File: src/rtl/debounce_multi.sv
// ---------------------------------------------------------------------------
// debounce_multi
//   Multi-channel push-button conditioner. Every channel has its own input
//   synchroniser, debounce counter, edge-pulse generator and long-press
//   detector; channels share only the clock and the reset.
//
// Parameters
//   CHANNELS    number of independent button inputs (1..32)
//   DB_CYCLES   consecutive stable cycles needed to accept a level change
//   LONG_CYCLES cycles button_db must stay high before a long-press pulse
//   INVERT      per-channel bit, 1 = raw input is active-low
//
// Ports
//   clk            rising-edge clock for all state
//   rst_n          asynchronous active-low reset
//   button         raw asynchronous button levels
//   button_db      debounced pressed level (1 = pressed)
//   button_rising  one-cycle pulse when button_db goes 0 -> 1
//   button_falling one-cycle pulse when button_db goes 1 -> 0
//   button_long    one-cycle pulse when a press has been held LONG_CYCLES
//   button_held    level, 1 from the long-press pulse until release
//   any_event      OR of all rising, falling and long pulses
// ---------------------------------------------------------------------------
module debounce_multi #(
    parameter int unsigned         CHANNELS    = 4,
    parameter int unsigned         DB_CYCLES   = 120000,
    parameter int unsigned         LONG_CYCLES = 12000000,
    parameter logic [CHANNELS-1:0] INVERT      = '0
) (
    input  logic                clk,
    input  logic                rst_n,
    input  logic [CHANNELS-1:0] button,
    output logic [CHANNELS-1:0] button_db,
    output logic [CHANNELS-1:0] button_rising,
    output logic [CHANNELS-1:0] button_falling,
    output logic [CHANNELS-1:0] button_long,
    output logic [CHANNELS-1:0] button_held,
    output logic                any_event
);

    localparam int unsigned DB_W   = $clog2(DB_CYCLES + 1);
    localparam int unsigned LONG_W = $clog2(LONG_CYCLES + 1);

    localparam logic [DB_W-1:0]   DB_LAST   = DB_W'(DB_CYCLES - 1);
    localparam logic [LONG_W-1:0] LONG_MAX  = LONG_W'(LONG_CYCLES);
    localparam logic [LONG_W-1:0] LONG_LAST = LONG_W'(LONG_CYCLES - 1);

    genvar g;
    generate
        for (g = 0; g < CHANNELS; g++) begin : g_ch
            logic              w_p;
            logic              w_diff;
            logic              w_toggle;
            logic              w_long_hit;
            logic              r_sync1;
            logic              r_sync2;
            logic [DB_W-1:0]   r_db_cnt;
            logic [LONG_W-1:0] r_hold_cnt;
            logic              r_db;
            logic              r_rise;
            logic              r_fall;
            logic              r_long;
            logic              r_held;

            // Polarity is normalised before synchronising so that reset
            // (all flops 0) always means "released", even for active-low
            // inputs idling high.
            always_comb begin
                w_p      = button[g] ^ INVERT[g];
                w_diff   = (r_sync2 != r_db);
                w_toggle = w_diff && (r_db_cnt == DB_LAST);
                // A long press is not reported on the very edge the press
                // is being released.
                w_long_hit = r_db && !w_toggle && (r_hold_cnt == LONG_LAST);
            end

            always_ff @(posedge clk or negedge rst_n) begin
                if (!rst_n) begin
                    r_sync1    <= 1'b0;
                    r_sync2    <= 1'b0;
                    r_db_cnt   <= '0;
                    r_hold_cnt <= '0;
                    r_db       <= 1'b0;
                    r_rise     <= 1'b0;
                    r_fall     <= 1'b0;
                    r_long     <= 1'b0;
                    r_held     <= 1'b0;
                end else begin
                    r_sync1 <= w_p;
                    r_sync2 <= r_sync1;

                    // Any return to the accepted level wipes the count.
                    if (!w_diff || w_toggle) begin
                        r_db_cnt <= '0;
                    end else begin
                        r_db_cnt <= r_db_cnt + 1'b1;
                    end

                    r_db   <= r_db ^ w_toggle;
                    r_rise <= w_toggle && !r_db;
                    r_fall <= w_toggle && r_db;

                    if (!r_db) begin
                        r_hold_cnt <= '0;
                    end else if (r_hold_cnt != LONG_MAX) begin
                        r_hold_cnt <= r_hold_cnt + 1'b1;
                    end

                    r_long <= w_long_hit;

                    if (w_toggle && r_db) begin
                        r_held <= 1'b0;
                    end else if (w_long_hit) begin
                        r_held <= 1'b1;
                    end
                end
            end

            assign button_db[g]      = r_db;
            assign button_rising[g]  = r_rise;
            assign button_falling[g] = r_fall;
            assign button_long[g]    = r_long;
            assign button_held[g]    = r_held;
        end
    endgenerate

    assign any_event = |(button_rising | button_falling | button_long);

endmodule
File: config.mk
export PLATFORM = sky130hd
export DESIGN_NAME = debounce_multi
export DESIGN_NICKNAME = d
export VERILOG_FILES = /design/src/rtl/debounce_multi.sv
export SDC_FILE = /design/constraint.sdc
export NUM_CORES = 1
export LEC_CHECK = 0
export CAP_MARGIN = 10
export CORE_MARGIN = 4
export CORE_UTILIZATION = 54
export CTS_BUF_LIST = sky130_fd_sc_hd__clkbuf_2
export DETAILED_ROUTE_END_ITERATION = 10
export PLACE_DENSITY = 0.82
export RECOVER_POWER = 50
export REMOVE_ABC_BUFFERS = 1
export SLEW_MARGIN = 20
export SYNTH_ARGS = -nofsm -noshare
export SYNTH_HDL_FRONTEND = slang
export SYNTH_SLANG_ARGS = --single-unit
File: constraint.sdc
create_clock -name clk -period 5.9 [get_ports clk]
set_input_delay 0.59 -clock clk [delete_from_list [all_inputs] [get_ports clk]]
set_output_delay 0.59 -clock clk [all_outputs]
set_load 0.01 [all_outputs]
# Word-level counts from Yosys, hierarchy flattened

Cells that the tools add are included.

Logic and storage cells: 131
Output and inout bits: 21
Input bits: 6
Flip-flop bits (word level): 192

Reduce and logical (&&, ||, !) cells: 41
Bitwise logic cells: 6
Mux-type cells: 20
Equality and inequality tests: 20
Add/subtract/negate cells: 8

Operators by type and width:

| operator              | count |
|---|---|
| $mux 24               | 8 |
| $add 24x1->24 const B | 4 |
| $eq 24x24->1 const B  | 4 |
| $ne 24x24->1 const B  | 4 |
| $add 17x1->17 const B | 4 |
| $eq 17x17->1 const B  | 4 |
| $mux 17               | 4 |
| $logic_and 1x1->1     | 20 |
| $logic_not 1->1       | 12 |
| $mux 1                | 8 |
| $ne 2x1->1 const B    | 4 |
| $or 4x4->4            | 2 |
| $reduce_bool 2->1     | 4 |
| $logic_or 1x1->1      | 4 |
| $ne 1x1->1            | 4 |
| $reduce_or 4->1       | 1 |
| $xor 1x1->1           | 4 |

# Logic depth before layout (Yosys ltp)

Word-level depth: 7
Gate-level depth with buffers: 8
Depth with buffers taken out: 7

# Least setup slack after synthesis

No wires, ideal clock.

Path type: reg2reg
From: reg g_ch[3].r_hold_cnt[19]
To: reg g_ch[3].r_hold_cnt[1]
Path slack: 3.739 ns
Stages on the path, launching flop included: 6
Buffers on the path: 0
Setup time: 0.120 ns
Arrival time: 2.041 ns
Clock period less this slack: 2.161 ns
Required time: 5.780 ns
Path through: dfrtp_1 -> or4b_1 -> or4_4 -> nor4_4 -> mux2i_1 -> nor2b_1

Longest elaborated chain between the ends: 2

RTL lines:

| what                        | line | source |
|---|---|---|
| start: declaration          | 58   | `logic [LONG_W-1:0] r_hold_cnt;` |
| start signal: assignment    | 106  | `r_hold_cnt <= r_hold_cnt + 1'b1;` |
| $ne 24x24->1                | 105  | `end else if (r_hold_cnt != LONG_MAX) begin` |
| $ne 2x1->1 (no source line) | n/a  |  |

Every way passes these cells.
A chain may end at the register's enable or synchronous reset.

==> qor.yml <==
ant_nets: 0
syn_inst: 932
final_cells: 1173
arrival_ns: 4.51
p_sw_share_pct: 23.8
path_cells: "dlygate4sd3_1, clkbuf_1, buf_4"
crit_path_max_incr_delay_ns: 2.32
place_inst: 1141
gp_congestion: 0.880
vias: 6340
seq_area_frac_synth_pct: 50.9
violations: "capacitance limit, slew limit"
r2r_slack_ns: 3.52
setup_viol: 0
antenna_found_initial: 1
die_w_um: 140
slew-limit-headroom_pct: -121
critical_path_class: "input pin to asynchronous set/reset pin"
p_sw_w: 0.000476
overflow: 0
power_frac_clock_pct: 30.7
start_util_pct: 54.7
dp_hpwl_um: 11100
avgViaCountPerCell: 5.40
final_cell_mix: "192 x dfrtp_1, 111 x nor2_1, 71 x xnor2_1"
cts_tree: "built"
syn_area_per_cell_um2: 10.1
path_buf_inv: 3
cp_max_fo: 72
power_density_nw_per_um2: 201
cp-end-kind: "asynchronous set/reset pin"
layout_commonest_cell: "dfrtp_1"
fin_setup_tns_ns: 0
hold_violations: 0
fill_cells: 1456
p_int_w: 0.00152
die_y_um: 140
start_kind: "input pin"
ys_ff_latch: 192
yosysWarnings: 0
post_cts_buffers: 0
netlist_area_um2: 9430
slew_violations: 65
clock_skew_ns: 0.0376
coreArea_um2: 17200
period_needed_ns: 3.69
cts.sinks: 192
die_area_um2: 19600
fin_crit_sh_pct: 62.6
synth_cell_types: 38
pwr-share-comb_pct: 2.4
area_delta_synth_final_pct: 5.62
cp.required_ns: 6.71
peakVddDrop_v: 0.000176
slowest_stage: "clkbuf_1"
fmax_mhz: 271
ios: 27
htreeDepth: 4
drive_gt1_share_pct: 4.01
wire_per_inst_um: 13.9
clockBufferDepth: 2
dr.pass1.iters: 5
grt_setup_unrepaired: "false"
drv_cap: 1
design_area_um2: 9960
path_clk_slew_ns: 0.26
route.detailed.drc: 0
status: "complete, but fails checks"
core.rowCount: 48
grt_pass1_wl_um: 29100
drt_iter0_markers: 388
seqPwrFrac_pct: 66.9
hold_path.class: "input pin to register"
cts-root-buf: "clkbuf_2"
p_leak_nw: 4.34
grt_max_degree: 73
port_buffers: 26
grt_usage_pct: 17.7
nNetsFinal: 954
post_dp_cell_area_um2: 9750
first_global_vias: 6358
whs_ns: 0.356
cp_top_family: "buffers and inverters"
cts_buffers: 17
max_slew.worst_pin.slew_ns: 3.31
insertion_delay_ns: 0.76
wl_um: 16300
-- final cells by class --
| type | count | area [um2] | share of cell area [%] |
|---|---|---|---|
| tap | 225 | 282 | 2.83 |
| timing repair buffer | 29 | 279 | 2.80 |
| antenna | 1 | 2.50 | 0.0251 |
| multi-input combinational | 674 | 4310 | 43.2 |
| clock inverter | 13 | 123 | 1.23 |
| sequential | 192 | 4800 | 48.2 |
| clock buffer | 17 | 85.1 | 0.854 |
| inverter | 22 | 82.6 | 0.829 |
-- metal layers --
layer,up-vias,track usage [%],part of all wire (%)
li1,3158,-,-
met1,3074,23.5,47
met2,85,29.4,49
met3,23,3.55,2.5
met4,0,5.41,1.7
met5,-,0,0
-- flip-flops by register name, summed over array words and instances, names as in the netlist, named ones only --
register         count
g_ch.r_db_cnt       68
g_ch.r_hold_cnt     96
g_ch.r_sync2         4
g_ch.r_sync1         4
g_ch.r_rise          4
g_ch.r_long          4
g_ch.r_fall          4
g_ch.r_held          4
-- worst register-to-register path: stages (launching register included) --
cell and delay [ns]:
dfrtp_1 0.48, inv_1 0.08, ha_1 0.13, or4b_2 0.57
nor4_1 0.72, mux2i_1 0.26, nor2b_1 0.06
-- synthesized netlist by cell type --
master	n	area [um2]
dfrtp_1	192	4800
nor2_1	111	417
xnor2_1	71	622
xor2_1	70	613
and2_1	64	400
nand2_1	58	218
nand3_1	53	265
and3_1	37	231
nand4_1	37	231
nor3_1	30	150
clkbuf_1	24	90.1
inv_1	22	82.6
buf_4	20	150
and4_1	15	131
nor3b_1	15	113
nor4_1	13	81.3
or3_1	13	81.3
ha_1	12	150
o21ai_0	11	55.1
nor4b_1	10	87.6
nor2b_1	9	56.3
a21boi_0	7	52.6
o21a_1	7	52.6
mux2i_1	5	50.1
a21oi_1	4	20.0
mux2_2	4	45.0
nor4bb_1	4	40.0
and4b_1	2	20.0
nand2b_1	2	12.5
or4b_2	2	20.0
nand3b_1	1	7.51
nand4b_1	1	8.76
nand4bb_1	1	11.3
nor4_2	1	12.5
nor4_4	1	21.3
or4_1	1	7.51
or4_4	1	11.3
or4b_1	1	10.0
-- cells by family (layout without fill, tap and decap cells) --
logic type	Yosys count	after routing	synth area share, %
other cells	0	1	0
mux	9	9	1.01
buf+inv	66	81	3.42
fa+ha+maj	12	12	1.59
simple gates	483	483	28.1
xor+xnor	141	141	13.1
flops	192	192	50.9
compound gates	29	29	1.91
-- power by group through the flow --
stage                     clock (W)  combinational, W  sequential [W]
final                      0.000614         0.0000482         0.00134
after global routing       0.000697         0.0000577         0.00134
after CTS                  0.000637         0.0000523         0.00134
after detailed placement          0         0.0000513         0.00136
after global placement            0         0.0000505         0.00136
after floorplan                   0         0.0000158         0.00136
-- per-stage QoR --
stage | power [W] | setup WS, ns | util [%]
floorplan | 0.00137 | 3.74 | -
global placement | 0.00141 | 3.59 | 56.6
detailed placement | 0.00141 | 3.56 | 56.6
CTS | 0.00203 | 2.70 | 57.9
global route | 0.00210 | 1.47 | 57.8
finish | 0.00200 | 2.21 | 57.8
-- worst paths after layout --
path / from / end / cells after the start
worst max-delay path: rst_n / g_ch[3].r_hold_cnt[18] / 3
worst min-delay path: button[1] / g_ch[1].r_sync1 / 1
worst max register to register: g_ch[0].r_hold_cnt[0] / g_ch[0].r_hold_cnt[1] / 6
worst min register to register: g_ch[2].r_sync1 / g_ch[2].r_sync2 / 0
max in group clk: g_ch[0].r_fall / any_event / 3
min in group asynchronous: rst_n / g_ch[0].r_sync2 / 2
-- what timing repair did --
action,in CTS,in global routing
endpoints found under the hold margin,62,0
resized for setup,0,0
hold buffers,1,0
No activity file was read; power rests on OpenSTA's default activity.
